**src/rtl/arb_client.sv**
```systemverilog
`default_nettype none
// ============================================================================
// Module   : arb_client
// Purpose  : Requester-side agent for the three-way fixed-priority arbiter.
//            Takes a burst command, requests the bus, issues beats while the
//            grant is held, then releases and waits for the grant to clear.
// Revision : 1.0  initial release
// ============================================================================
module arb_client #(
    parameter int LEN_W    = 4,
    parameter int WAIT_MAX = 8
) (
    input  logic             clk,
    input  logic             resetn,
    input  logic             cmd_valid,
    input  logic [LEN_W-1:0] cmd_len,
    output logic             cmd_ready,
    input  logic             gnt,
    output logic             req,
    output logic             beat_valid,
    output logic [LEN_W-1:0] beat_idx,
    output logic             busy,
    output logic             done,
    output logic             timeout,
    output logic             err
);

    localparam logic [7:0] c_WAIT_LAST = 8'(WAIT_MAX - 1);

    typedef enum logic [1:0] {
        S_IDLE = 2'd0,
        S_REQ  = 2'd1,
        S_XFER = 2'd2,
        S_REL  = 2'd3
    } state_t;

    state_t           r_state,    w_state_next;
    logic [LEN_W-1:0] r_len,      w_len_next;
    logic [LEN_W-1:0] r_beat_idx, w_beat_idx_next;
    logic [7:0]       r_wait,     w_wait_next;
    logic             r_rel_ok,   w_rel_ok_next;
    logic             r_done,     w_done_next;
    logic             r_timeout,  w_timeout_next;
    logic             r_err,      w_err_next;

    always_ff @(posedge clk or negedge resetn) begin
        if (!resetn) begin
            r_state    <= S_IDLE;
            r_len      <= '0;
            r_beat_idx <= '0;
            r_wait     <= '0;
            r_rel_ok   <= 1'b0;
            r_done     <= 1'b0;
            r_timeout  <= 1'b0;
            r_err      <= 1'b0;
        end else begin
            r_state    <= w_state_next;
            r_len      <= w_len_next;
            r_beat_idx <= w_beat_idx_next;
            r_wait     <= w_wait_next;
            r_rel_ok   <= w_rel_ok_next;
            r_done     <= w_done_next;
            r_timeout  <= w_timeout_next;
            r_err      <= w_err_next;
        end
    end

    always_comb begin
        w_state_next    = r_state;
        w_len_next      = r_len;
        w_beat_idx_next = r_beat_idx;
        w_wait_next     = r_wait;
        w_rel_ok_next   = r_rel_ok;
        w_done_next     = 1'b0;
        w_timeout_next  = 1'b0;
        w_err_next      = 1'b0;
        case (r_state)
            S_IDLE: begin
                if (cmd_valid) begin
                    w_len_next   = cmd_len;
                    w_wait_next  = '0;
                    w_state_next = S_REQ;
                end
            end
            S_REQ: begin
                // A grant landing on the final wait cycle still wins.
                if (gnt) begin
                    w_beat_idx_next = '0;
                    w_state_next    = S_XFER;
                end else if (r_wait == c_WAIT_LAST) begin
                    w_timeout_next = 1'b1;
                    w_state_next   = S_IDLE;
                end else begin
                    w_wait_next = r_wait + 8'd1;
                end
            end
            S_XFER: begin
                if (!gnt) begin
                    w_err_next    = 1'b1;
                    w_rel_ok_next = 1'b0;
                    w_state_next  = S_REL;
                end else if (r_beat_idx == r_len) begin
                    w_rel_ok_next = 1'b1;
                    w_state_next  = S_REL;
                end else begin
                    w_beat_idx_next = r_beat_idx + 1'b1;
                end
            end
            S_REL: begin
                // Stays here while the grant is stuck high.
                if (!gnt) begin
                    w_done_next  = r_rel_ok;
                    w_state_next = S_IDLE;
                end
            end
            default: w_state_next = S_IDLE;
        endcase
    end

    assign cmd_ready  = (r_state == S_IDLE);
    assign req        = (r_state == S_REQ) || (r_state == S_XFER);
    assign beat_valid = (r_state == S_XFER);
    assign beat_idx   = beat_valid ? r_beat_idx : '0;
    assign busy       = (r_state != S_IDLE);
    assign done       = r_done;
    assign timeout    = r_timeout;
    assign err        = r_err;

endmodule
`default_nettype wire

```
**config.mk**
```make
export PLATFORM = sky130hd
export DESIGN_NAME = arb_client
export DESIGN_NICKNAME = d
export VERILOG_FILES = /design/src/rtl/arb_client.sv
export SDC_FILE = /design/constraint.sdc
export NUM_CORES = 1
export LEC_CHECK = 0
export BUFFER_PORTS_ARGS = -buffer_cell sky130_fd_sc_hd__buf_2
export CAP_MARGIN = 20
export CORE_ASPECT_RATIO = 0.7
export CORE_UTILIZATION = 50
export DETAILED_ROUTE_END_ITERATION = 12
export GPL_ROUTABILITY_DRIVEN = 0
export PLACE_DENSITY = 0.74
export SETUP_SLACK_MARGIN = 0.5
export SKIP_LAST_GASP = 1
export SLEW_MARGIN = 20
export SYNTH_ARGS = -nofsm -noshare
export SYNTH_HDL_FRONTEND = slang
export SYNTH_SLANG_ARGS = --single-unit
```
**constraint.sdc**
```tcl
create_clock -name clk -period 1.75 [get_ports clk]
set_clock_uncertainty 0.15 [all_clocks]
set_input_delay 0.175 -clock clk [delete_from_list [all_inputs] [get_ports clk]]
set_output_delay 0.175 -clock clk [all_outputs]
set_load 0.02 [all_outputs]
```
==> results of run 1 <==
## through the flow
stage	hold slack, ns	instances	TNS (ns)
after CTS	0.03550	211	-0.8082
after detailed placement	0.02103	191	-0.5445
after global placement	0.01931	191	-0.3593
after floorplan	-0.2706	119	-0.2315
## kinds of logic after synthesis
family | count (synthesis)
multiplexers | 13
adder cells (fa/ha/maj) | 7
AND/OR/NAND/NOR | 47
XOR/XNOR | 7
flip-flops | 22
AO/OA/AOI/OAI | 17
buffers and inverters | 6
## timing repair
item,4_1_cts
endpoints found under the hold margin,27
hold buffers,6
gates resized for setup,43
endpoints found under the setup margin,29
pin swaps,14
setup buffers,10
==> metrics.cfg, run 1 <==
[synthesis]
yosysMostFrequentCell=dfrtp_1
synth-async-reset-ratio_pct=100.0
synthDistinctLibCells=33
yosys.area_share.simple_pct=20.61
synthXorXnorAreaFrac_pct=4.975
syn_inst=119
synth_top_family_by_area=simple AND/OR/NAND/NOR gates
synth_edf_count=0
synth_top_area_share_pct=44.67
synth_area_per_cell_sq_um=10.36
synth_area_sq_um=1232
synth_compound_area_share_pct=9.645
synth_seq_area_share_pct=44.67
ys.flop_type=dfrtp_1
synth_area_leaders=dfrtp_1 (45%), ha_1 (7.1%), mux2i_1 (5.7%)
synthAdderAreaFrac_pct=7.107
ys_seq_elements=22
synth_nets=134
synth_common_cells=dfrtp_1 (22), nand2_1 (13)
yosysTopAreaCell=dfrtp_1
synthMuxAreaShare_pct=11.17
synth_warnings=0

[placement]
io_buffer_count=18
place_ws_ns=-0.1616
dp.final_hpwl_mm=2.213
placed_cell_area_sq_um=1624

[sta]
endpoint_type=sequential cell input
postGrtWorstEndpoint=r_state[0]$_DFFE_PN0P_/D

[floorplanning]
rows=14
start_util_pct=54.97
io_pins=19
die_h_um=43.54
fp.dieW_um=61.34

[global_route]
grt_start_max_net_pins=23
antenna_found_initial=0

[outcome]
error_message=[ERROR DPL-0033] detailed placement checks failed during check placement.
haltStage=global routing
status=aborted with a tool error

[clock_tree]
cts_max_path_buffers=2
htreeDepth=1
cts_buffers=3
clock-sinks=22
root_buffer=clkbuf_4

==> inputs of run 2 (changes only) <==
Settings changed: CORE_AREA from default to 2 2 63 65, CORE_ASPECT_RATIO 0.7 to default, CORE_UTILIZATION 50 to default, DIE_AREA from default to 0 0 65 67, PLACE_DENSITY 0.74 to default, PLACE_DENSITY_LB_ADDON from default to 0.15, SETUP_SLACK_MARGIN 0.5 to default.
Clock period 1.75 ns to 2.3 ns, I/O delays scaled along.
==> run 2 against run 1 <==
Compared with the run above:
- the flow now finishes without violations
- synthesized cell count stayed put
- area after synthesis unchanged
==> metrics.cfg, run 2 <==
[finish]
multi_input_area_sq_um=659.4
final_common_cell=dfrtp_1
drive_gt1_share_pct=22.54
mostFrequentLayoutCells=dfrtp_1 (22), buf_2 (18), nand2_1 (13)
final-seq-area_sq_um=550.5
final_nets=158
reg.largest.list=r_wait (8), r_beat_idx (4), r_len (4)
area_delta_synth_final_pct=17.77
largest_reg_flops=8
num-fill-cells=377
stdcell_area_sq_um=1451
num_antenna_cells=0
largest_register=r_wait

[synthesis]
synth_top_area_share_pct=44.67  ; unchanged
synth_area_leaders=dfrtp_1 (45%), ha_1 (7.1%), mux2i_1 (5.7%)  ; unchanged
synthDistinctLibCells=33  ; unchanged
syn_inst=119  ; unchanged
synth_seq_area_share_pct=44.67  ; unchanged
synth_area_per_cell_sq_um=10.36  ; unchanged
yosysMostFrequentCell=dfrtp_1  ; unchanged
synth_common_cells=dfrtp_1 (22), nand2_1 (13)  ; unchanged
ys.flop_type=dfrtp_1  ; unchanged
synth_area_sq_um=1232  ; unchanged
ys_seq_elements=22  ; unchanged
yosysTopAreaCell=dfrtp_1  ; unchanged
synth_nets=134  ; unchanged
synth_warnings=0  ; unchanged
synth_edf_count=0  ; unchanged
synth-async-reset-ratio_pct=100.0  ; unchanged

[critical_path]
worst_setup_path_end_kind=flop
required_ns=2.29
worstSetupPathType=reg -> reg
rr_startpoint=r_state[0]
cp_max_fo=7
cp-startpoint=r_state[0]
start_kind=flop
crit_arrival_ns=2.05
rrSetupSlack_ns=0.24
r2r_cells=6

[sta]
worst_pin_slew_ns=0.5775
relSlewSlack_pct=60.99
hold_ws_ns=0.05215
setup_viol=0
drv_slew=0
fmaxAchievable_mhz=485.2
finalCriticalPeriod_ns=2.061
rsz0062_at_grt=false
fin_crit_sh_pct=89.62
tns_ns=0
hold_viol_final=0

[floorplanning]
io_pins=19  ; unchanged
start_util_pct=34.18  ; was 54.97%
fp.dieW_um=65  ; was 61.34 um
core_area_sq_um=3606
dieArea_sq_um=4355
rows=22  ; was 14
die_h_um=67  ; was 43.54 um

[global_route]
grt_start_max_net_pins=23
antenna_found_initial=0
grt_overflow=0
grt_usage_pct=13.53
grt_pass1_wl_mm=4.526
grt_pass1_vias=979

[placement]
placed_cell_area_sq_um=1386  ; was 1624 sq um
io_buffer_count=18  ; unchanged
dp.final_hpwl_mm=1.897  ; was 2.213 mm

[run]
cap_violations=0

[clock_tree]
clk_pin_slew_worst_paths_ns=0.08
postCtsSetupBuffers=0  ; was 10
cts_max_path_buffers=2  ; unchanged
clk_latency_ns=0.26
cts_buffers=3  ; unchanged
htreeDepth=1  ; unchanged
clock-sinks=22  ; unchanged
tritoncts=yes
root_buffer=clkbuf_8  ; was clkbuf_4
cts_resized=0  ; was 43

[routing]
num_vias=940
wl_mm=2.519
drc_errors=0
dr.pass1.iters=4
dr.first_iter.drc_count=26
wl_per_cell_um=13.26
vias_per_cell=4.947
postRouteAntennaNets=0

[power]
ir_worst_vdd_v=0.0005691
power.density_nw_per_um2=1133
fin_total_pwr_mw=1.645
leakagePower_nw=0.7228

[worst_hold_path]
hold_path_class=in -> reg
min_from=cmd_len[2]

[outcome]
status=finished, final reports clean  ; was aborted with a tool error

run 2: cell counts after synthesis:
No cell type changed its count.
run 2: through the flow:
step / instances / utilization (%) / setup WS, ns
2_1_floorplan: 119 / - / 0.3317
3_3_place_gp: 185 / 38.45 / 0.2938
3_5_place_dp: 185 / 38.45 / 0.2513
4_1_cts: 190 / 40.25 / 0.2265
5_1_grt: 190 / 40.25 / 0.07205
6_report: 190 / 40.25 / 0.2388
run 2: worst min path at each step:
stage / slack, ns / to / cells past startpoint
3_5_place_dp: 0.09 / r_state[0] / 1
6_report: 0.05 / r_len[2] / 2
5_1_grt: 0.05 / r_len[1] / 2
2_1_floorplan: -0.22 / asynchronous set/reset pin / 0
4_1_cts: 0.04 / r_len[2] / 2
3_3_place_gp: 0.08 / r_wait[0] / 1
run 2: area by class of cell:
cell class,count,share of cell area (%)
inverters,5,1.293
well taps,48,4.138
clock buffers,4,3.793
repair buffers,20,7.414
flip-flops and latches,22,37.93
multi-input cells,91,45.43
run 2: critical path, cell delays in order (launching register included):
cell      delay, ns
dfrtp_1        0.40
inv_1          0.12
ha_1           0.31
nand2b_1       0.23
nand2_1        0.12
nor4_2         0.27
mux2_1         0.35
run 2: repair_timing:
action	4_1_cts	5_1_grt
hold endpoints to repair	22	0
endpoints found under the setup margin	0	0
hold buffers	1	0
run 2: cells by family (layout without fill, tap and decap cells):
| group | count (synthesis) | count (layout) | synth area share [%] |
|---|---|---|---|
| buffers and inverters | 6 | 29 | 1.827 |
| adder cells (fa/ha/maj) | 7 | 7 | 7.106 |
| AO/OA/AOI/OAI | 17 | 17 | 9.645 |
| flip-flops | 22 | 22 | 44.67 |
| multiplexers | 13 | 13 | 11.17 |
| XOR/XNOR | 7 | 7 | 4.975 |
| AND/OR/NAND/NOR | 47 | 47 | 20.61 |
run 2: power by group:
group / switching, mW / internal, mW
registers: 0.110 / 0.501
clock network: 0.120 / 0.152
logic: 0.435 / 0.326
total: 0.666 / 0.979
run 2: layer usage:
metal,wire (um),global-route usage (%)
met2,1142,22.29
met5,0,0
met3,89,1.520
met4,23,4.787
met1,1263,18.32
No activity file was read; power rests on OpenSTA's default activity.
